$ cat config.mk
export PLATFORM = sky130hd
export DESIGN_NAME = p_encoder_seq
export DESIGN_NICKNAME = d
export VERILOG_FILES = /design/src/rtl/p_encoder_seq.sv
export SDC_FILE = /design/constraint.sdc
export NUM_CORES = 1
export LEC_CHECK = 0
export BUFFER_PORTS_ARGS = -buffer_cell sky130_fd_sc_hd__buf_2
export CORE_ASPECT_RATIO = 1.4
export CORE_MARGIN = 2
export CORE_UTILIZATION = 35
export DETAILED_ROUTE_END_ITERATION = 12
export PLACE_DENSITY = 0.55
export SLEW_MARGIN = 30
export SYNTH_ARGS = -nofsm -noshare
export SYNTH_HDL_FRONTEND = slang
export SYNTH_SLANG_ARGS = --single-unit
$ cat constraint.sdc
create_clock -name clk -period 2.7 [get_ports clk]
set_clock_uncertainty 0.2 [all_clocks]
set_input_delay 0 -clock clk [delete_from_list [all_inputs] [get_ports clk]]
set_output_delay 0 -clock clk [all_outputs]
set_load 0.05 [all_outputs]
$ cat src/rtl/p_encoder_seq.sv
// Sequential priority encoder: captures a request vector and emits the index of
// each set bit, one per valid/ready transfer, in LSB-first or MSB-first order.
module p_encoder_seq #(
    parameter int WIDTH        = 32,
    parameter int IDX_W        = 5,
    parameter int PRIORITY_LSB = 1
) (
    input  logic             clk,
    input  logic             rst,
    input  logic             load,
    input  logic [WIDTH-1:0] req_in,
    input  logic             ready,
    output logic             valid,
    output logic [IDX_W-1:0] code,
    output logic             busy,
    output logic             done,
    output logic [IDX_W:0]   count
);

    localparam int CNT_W = IDX_W + 1;

    typedef enum logic [1:0] {
        S_IDLE,
        S_EMIT,
        S_DONE
    } state_t;

    state_t             state_q, state_d;
    logic [WIDTH-1:0]   pending_q, pending_d;
    logic [IDX_W-1:0]   code_q, code_d;
    logic [CNT_W-1:0]   count_q, count_d;

    // Index of the highest-priority set bit; 0 for an empty vector.
    function automatic logic [IDX_W-1:0] pri_idx(input logic [WIDTH-1:0] v);
        logic [IDX_W-1:0] idx;
        idx = '0;
        if (PRIORITY_LSB != 0) begin
            for (int i = WIDTH - 1; i >= 0; i--) begin
                if (v[i]) idx = IDX_W'(i);
            end
        end else begin
            for (int i = 0; i < WIDTH; i++) begin
                if (v[i]) idx = IDX_W'(i);
            end
        end
        return idx;
    endfunction

    // NOTE: every signal driven here gets a default first, so no path can
    // leave one unassigned and infer a latch.
    always_comb begin
        state_d   = state_q;
        pending_d = pending_q;
        code_d    = code_q;
        count_d   = count_q;

        unique case (state_q)
            S_IDLE: begin
                if (load) begin
                    pending_d = req_in;
                    count_d   = '0;
                    if (req_in != '0) begin
                        state_d = S_EMIT;
                        code_d  = pri_idx(req_in);
                    end else begin
                        state_d = S_DONE;
                    end
                end
            end
            S_EMIT: begin
                if (ready) begin
                    pending_d = pending_q & ~(WIDTH'(1) << code_q);
                    count_d   = count_q + CNT_W'(1);
                    if (pending_d == '0) begin
                        state_d = S_DONE;
                    end else begin
                        code_d = pri_idx(pending_d);
                    end
                end
            end
            S_DONE:  state_d = S_IDLE;
            default: state_d = S_IDLE;
        endcase
    end

    // NOTE: state registers use non-blocking assignments so every flop samples
    // the pre-edge values, independent of statement order.
    always_ff @(posedge clk) begin
        if (rst) begin
            state_q   <= S_IDLE;
            pending_q <= '0;
            code_q    <= '0;
            count_q   <= '0;
        end else begin
            state_q   <= state_d;
            pending_q <= pending_d;
            code_q    <= code_d;
            count_q   <= count_d;
        end
    end

    assign valid = (state_q == S_EMIT);
    assign busy  = (state_q != S_IDLE);
    assign done  = (state_q == S_DONE);
    assign code  = code_q;
    assign count = count_q;

endmodule

==> results.cfg, run 1 <==
[synth]
synthXorXnorAreaFrac_pct = 0.806
largest_family_of_logic_cells_by_synthesized_area = compound AO/OA/AOI/OAI gates
dominantRegCellSynth = dfxtp_1
yosys_warnings = 0
post_synth_edffs = 0
synthesis.area_mm2 = 0.00326
synth_top_cells_by_area = dfxtp_1 28%, a21oi_1 8.0%, nor2_1 7.3%, o21ai_0 4.6%, nand2_1 4.5%
netlist.top_cell.by_area = dfxtp_1
synth_compound_area_share_pct = 37.1
synth_cells = 453
synthesis.area_per_instance_um2 = 7.19
synth.lib_cells_used.distinct = 61
ys_ff_latch = 45
synth_adder_area_share_pct = 0.384
synth_top_area_share_pct = 27.6
synth_simple_gate_area_share_pct = 28.0
async_flop_share_pct = 0
synth.yosys.seq_area_share_pct = 27.6
synth_mux_area_share_pct = 0.614
postSynthNetCount = 490

[power_and_ir_drop]
sum_of_internal_switching_and_leakage_power_mw = 2.55
cellLeakagePower_nw = 1.80
cellPowerDensity_mw_per_mm2 = 556
max_ir_drop_vdd_mv = 0.300

[sta]
timing.final.crit_period_ns = 2.65
worst-slew-pin-transition_ns = 0.897
hold_fails_final_rpt = 0
maxSlewViolCount = 0
fmaxAchievable_mhz = 377
grt_setup_unrepaired = yes
relSlewSlack_pct = 40.2
setup_viol = 0
final_min_period_over_clock_period_pct = 98.1

[global_route]
global_route_wire_length_before_repair_um = 20300
overall_routing_resource_usage_pct = 25.5
grt_antenna_before_repair = 0
grt_start_max_net_pins = 43
via_count_of_the_first_global_routing_pass = 3799
gr-total-overflow = 0

[critical_path]
critPathSlowestCell = or3b_1
path_buf_inv = 1
setup.worst_path.start_class = register
cpLargestDelayFamily = simple AND/OR/NAND/NOR gates
critical_path_peak_fanout = 10
worstPathArrival_ns = 2.64
critical_path_required_ns = 2.69
cell_by_cell_listing_of_the_critical_path = buf_4 -> or3b_1 -> o21ai_1 -> and4_1 -> and2_4 -> nand4_4 -> and2_4 -> a311oi_1
worst-r2r-cell-count = 8
worst_path_most_repeated_cell = and2_4
worst-setup-path-type = register to register
endpoint_kind = register
crit_path_max_incr_delay_ns = 0.46
timing.critical_path.depth = 8

[clocking]
cts_root_buf = clkbuf_16
clkTransAtPathRegs_ns = 0.07
cts_inserted_buffers = 5
later_pin_clock_latency_in_the_skew_report_ns = 0.31
htree_levels = 2
tritoncts = done
clockBufferDepth = 2
tritoncts_num_sinks = 45

[drt]
drt_first_pass_iters = 5
detailedRoute.firstIterationViolations = 271
remaining_drc_errors = 0
routed_wirelength_um = 13000
vias = 4021
antenna_left = 0
avg_wl_per_cell_um = 19.1
vias_per_cell = 5.92

[run]
drv_cap = 0

[placement]
post-place-cells = 620
buffer_ports.inserted = 49
gp_routability_congestion = 1.01
place_hpwl_um = 9490
placed_cell_area_mm2 = 0.00382

[final_layout]
postLayoutCellArea_mm2 = 0.00459
layout.core_utilization_pct = 50.9
fillers = 904
final-instance-count-excl-fill = 679
final_net_count = 608
insertedDiodeCount = 0
area.growth.synth_to_final_pct = 40.9
final_layout_size_suffix_gt1_share_pct = 26.6

[worst_hold_path]
worst_hold_path.num_cells = 2
hold_path.class = input port to register

[floorplanning]
num_rows = 41
ioPinCount = 50
die_area_mm2 = 0.0101
floorplan.die.width_um = 85.5
core_mm2 = 0.00903
initial_utilization_pct = 36.1
die_y_um = 118

[outcome]
run_status = complete, no violations
-- logic make-up (layout without fill, tap and decap cells) --
group           after synthesis  count (layout)
mux                           2               2
compound gates              184             184
simple gates                176             176
flops                        45              45
xor+xnor                      3               3
fa+ha+maj                     1               1
buf+inv                      42             161
-- synthesized netlist by cell type, types with 6 or more instances --
| master | count |
|---|---|
| nand2b_1 | 9 |
| nor2_1 | 63 |
| nand2_1 | 39 |
| inv_1 | 12 |
| or4_1 | 6 |
| a211oi_1 | 19 |
| nor4_1 | 6 |
| o21ai_0 | 30 |
| o21a_1 | 15 |
| dfxtp_1 | 45 |
| clkbuf_1 | 19 |
| o211ai_1 | 8 |
| nor3_1 | 11 |
| a21oi_1 | 52 |
| o21ai_1 | 7 |
| o221ai_1 | 16 |
-- power by group --
group          total (mW)  switching [mW]  leakage (nW)  internal [mW]
logic               0.993           0.572          1.34          0.421
clock network       0.759           0.296        0.0874          0.464
registers           0.800          0.0717         0.373          0.728
-- layout by cell type (no fill, tap or decap), types with 3 or more instances in the layout --
cell type	count
a211oi_2	3
o221ai_1	16
nor4_1	5
a31oi_1	3
a211oi_1	18
nor2_1	62
nand3_1	4
a21oi_1	49
o21ai_0	20
xor2_1	3
o211ai_1	8
a21oi_2	3
o21bai_1	5
or4_1	5
nand3b_1	4
nand2b_1	7
inv_1	12
dfxtp_4	5
o21ai_1	13
o21ai_2	4
o21a_1	15
buf_4	55
clkbuf_16	5
buf_2	49
or3_1	3
dfxtp_1	40
dlygate4sd3_1	34
nor3_1	11
a311oi_1	3
nand2_1	39
nor2b_1	3
o31a_1	3
nand4_1	5
-- state kept, by name, indices dropped and copies added (netlist names) --
register / flops
state_q: 2
pending_q: 32
code: 5
count: 6
-- worst register-to-register path, stage by stage (launching register included) --
cell	delay [ns]
dfxtp_4	0.38
buf_4	0.18
or3b_1	0.46
o21ai_1	0.21
and4_1	0.29
and2_4	0.20
nand4_4	0.15
and2_4	0.22
a311oi_1	0.24
-- through the flow --
step           setup WS [ns]  setup TNS [ns]  hold slack (ns)
4_1_cts              0.00224               0            0.106
6_report              0.0509               0            0.105
3_5_place_dp         -0.0274         -0.0274           0.0944
2_1_floorplan       -0.00353        -0.00988          -0.0555
5_1_grt              -0.0494         -0.0994            0.147
3_3_place_gp          0.0106               0           0.0894
-- per-layer routing --
metal | up-vias | GRT usage, % | wire [um]
met5 | - | 0 | 0
met3 | 30 | 3.49 | 543
met4 | 0 | 9.52 | 472
met2 | 126 | 45.5 | 6750
met1 | 1924 | 30.4 | 5200
li1 | 1941 | - | -
-- final timing paths --
kind,start,to,slack [ns]
setup / recovery,code[3],code[4],0.05
hold reg to reg,pending_q[25],pending_q[25],0.26
setup reg to reg,code[3],code[4],0.05
hold / removal,rst,count[1],0.10
-- timing repair --
action / CTS / global route
setup buffers: 4 / 13
endpoints found under the hold margin: 39 / 0
pin swaps: 2 / 11
hold buffers: 34 / 0
gates resized for setup: 2 / 41
endpoints found under the setup margin: 3 / 7
-- layout make-up --
cell class | instances | area (um^2) | area share (%)
Multi-Input combinational cell | 366 | 2290 | 49.9
Inverter | 12 | 45.0 | 0.981
Clock buffer | 6 | 139 | 3.02
Timing Repair Buffer | 141 | 1030 | 22.4
Tap cell | 107 | 134 | 2.92
Sequential cell | 45 | 920 | 20.0
Clock inverter | 2 | 36.3 | 0.790
(Power assumes the default switching activity.)
==> run 2: changes to the inputs <==
Settings changed: PLACE_DENSITY 0.55 to 0.61.
==> run 2 against run 1 <==
Final area shrank 2.1%. First-iteration DRC count grew 6.3%. Total power shrank 2.6%. Register-to-register slack is essentially flat. Critical endpoint is now code[3]. Critical path type unchanged. Via count shrank 0.97%. Combinational power shrank 3.2%. Maximum frequency shrank 0.15%. Count of clock-buffer cells in the layout is the same. Setup slack lost 0.0040 ns. Sequential power is essentially flat. Wire length shrank 2.6%. Highest routed layer unchanged.
==> results.cfg, run 2 (synthesis gave the netlist of run 1 again) <==
[outcome]
run_status = complete, no violations

[worst_hold_path]
worst_hold_path.num_cells = 5
min_from = req_in[16]
hold_path.class = input port to register
worst_hold_path.endpoint = pending_q[16]

[floorplanning]
num_rows = 41
initial_utilization_pct = 36.1
die_area_mm2 = 0.0101
floorplan.die.width_um = 85.5
die_y_um = 118
core_mm2 = 0.00903
ioPinCount = 50

[power_and_ir_drop]
max_ir_drop_vdd_mv = 0.269
cellPowerDensity_mw_per_mm2 = 553
part_of_the_power_in_registers_pct = 32.1
switching_power_mw = 0.919
cellLeakagePower_nw = 1.77
netSwitchingFraction_pct = 36.9
sum_of_internal_switching_and_leakage_power_mw = 2.49
pwr-share-comb_pct = 38.6
clkPwrFrac_pct = 29.3
internal_pwr_total_mw = 1.57

[final_layout]
layout_commonest_cell = nor2_1
largest_register = pending_q
final_net_count = 604
final_layout_size_suffix_gt1_share_pct = 25.0
final-instance-count-excl-fill = 675
area.growth.synth_to_final_pct = 38.0
final_cell_mix = 62 x nor2_1, 54 x buf_4, 50 x a21oi_1, 49 x buf_2, 40 x dfxtp_1
postLayoutCellArea_mm2 = 0.00450
largest_reg_flops = 32
insertedDiodeCount = 0

[critical_path]
cpLargestDelayFamily = simple AND/OR/NAND/NOR gates
worstPathArrival_ns = 2.60
critical_path_peak_fanout = 8
path_buf_inv = 1
setup.worst_path.start_class = register
cell_by_cell_listing_of_the_critical_path = nand3b_1 -> o21a_4 -> or4_4 -> nor4_4 -> nand4_4 -> buf_4 -> a21oi_1 -> a211oi_2
critical_path_required_ns = 2.65
regToRegSetupSlack_ns = 0.05
worstReg2RegStart = code[0]
worst-r2r-cell-count = 8
endpoint_kind = register
r2r-end = code[3]
critPathSlowestCell = or4_4
worst-setup-path-type = register to register
crit_path_max_incr_delay_ns = 0.56

[drt]
avg_wl_per_cell_um = 18.7
antenna_left = 0
routed_wirelength_um = 12600
vias = 3982
vias_per_cell = 5.90
detailedRoute.firstIterationViolations = 288
drt_first_pass_iters = 5
remaining_drc_errors = 0

[clocking]
later_pin_clock_latency_in_the_skew_report_ns = 0.30
tritoncts_num_sinks = 45
tritoncts = done
cts_root_buf = clkbuf_16
htree_levels = 2
clockBufferDepth = 2
cts_inserted_buffers = 5
clkTransAtPathRegs_ns = 0.07

[sta]
setup-tns-final_ns = 0
timing.final.crit_period_ns = 2.65
final_min_period_over_clock_period_pct = 98.3
fmaxAchievable_mhz = 377
relSlewSlack_pct = 40.7
grt_setup_unrepaired = yes
maxSlewViolCount = 0
hold_fails_final_rpt = 0
worst-slew-pin-transition_ns = 0.890
setup_viol = 0

[placement]
gp_routability_congestion = 0.939
post-place-cells = 620
placed_cell_area_mm2 = 0.00382
place_hpwl_um = 9180
buffer_ports.inserted = 49

[global_route]
gr-total-overflow = 0
grt_start_max_net_pins = 43
via_count_of_the_first_global_routing_pass = 3715
overall_routing_resource_usage_pct = 24.7
grt_antenna_before_repair = 0
global_route_wire_length_before_repair_um = 19600

[run]
drv_cap = 0
run 2: changes by cell type in the layout (fill, tap and decap cells not counted), sizes merged:
cell / delta
inv: -1
clkinv: +1
buf: -3
dlygate4sd3: -1
run 2: layout make-up:
cell class	instances	area, um^2
fillers	882	4530
well taps	107	134
inverters	12	45.0
repair buffers	137	986
flip-flops and latches	45	920
clock buffers	6	129
multi-input cells	366	2240
clock inverters	2	38.8
run 2: layer usage:
layer / global-route usage (%) / share of wire [%] / vias to the layer above
met5: 0 / 0 / -
met4: 11.9 / 4.3 / 0
met3: 2.58 / 4.0 / 34
met2: 43.2 / 51 / 145
met1: 29.5 / 41 / 1861
li1: - / - / 1942
run 2: per-stage QoR:
stage | utilization, % | hold WS, ns | worst slack, ns
3_3_place_gp | 42.4 | 0.0921 | 0.0682
2_1_floorplan | - | -0.0555 | -0.00353
3_5_place_dp | 42.4 | 0.0971 | 0.0209
5_1_grt | 49.8 | 0.107 | -0.0448
6_report | 49.8 | 0.0242 | 0.0469
4_1_cts | 47.9 | 0.00925 | 0.00773
run 2: how the worst max path moves through the flow:
stage,startpoint,to,slack (ns),cells after the start
3_5_place_dp,code[1],code[0],0.02,7
3_3_place_gp,code[1],code[0],0.07,7
5_1_grt,code[0],code[1],-0.04,8
2_1_floorplan,code[1],code[4],-0.004,9
4_1_cts,code[3],code[0],0.008,8
6_report,code[0],code[3],0.05,8
run 2: what timing repair did:
action,4_1_cts,5_1_grt
hold endpoints to repair,38,0
endpoints found under the setup margin,1,6
buffers inserted,0,14
resized for setup,2,17
pin swaps,0,8
hold buffers,33,0
run 2: power by group through the flow:
stage | Clock [mW] | Combinational [mW] | Sequential [mW]
floorplan | 0 | 0.536 | 0.816
global placement | 0 | 0.849 | 0.811
detailed placement | 0 | 0.853 | 0.813
CTS | 0.742 | 0.894 | 0.799
global route | 0.760 | 1.04 | 0.805
finish | 0.729 | 0.961 | 0.797
run 2: worst register-to-register path: cells and delay by family (launching register included):
family                 cells  cell delay [ns]
AOI/OAI and AO/OA          3             0.47
buffers and inverters      1             0.17
DFF                        1             0.37
and+or+nand+nor            4             1.29
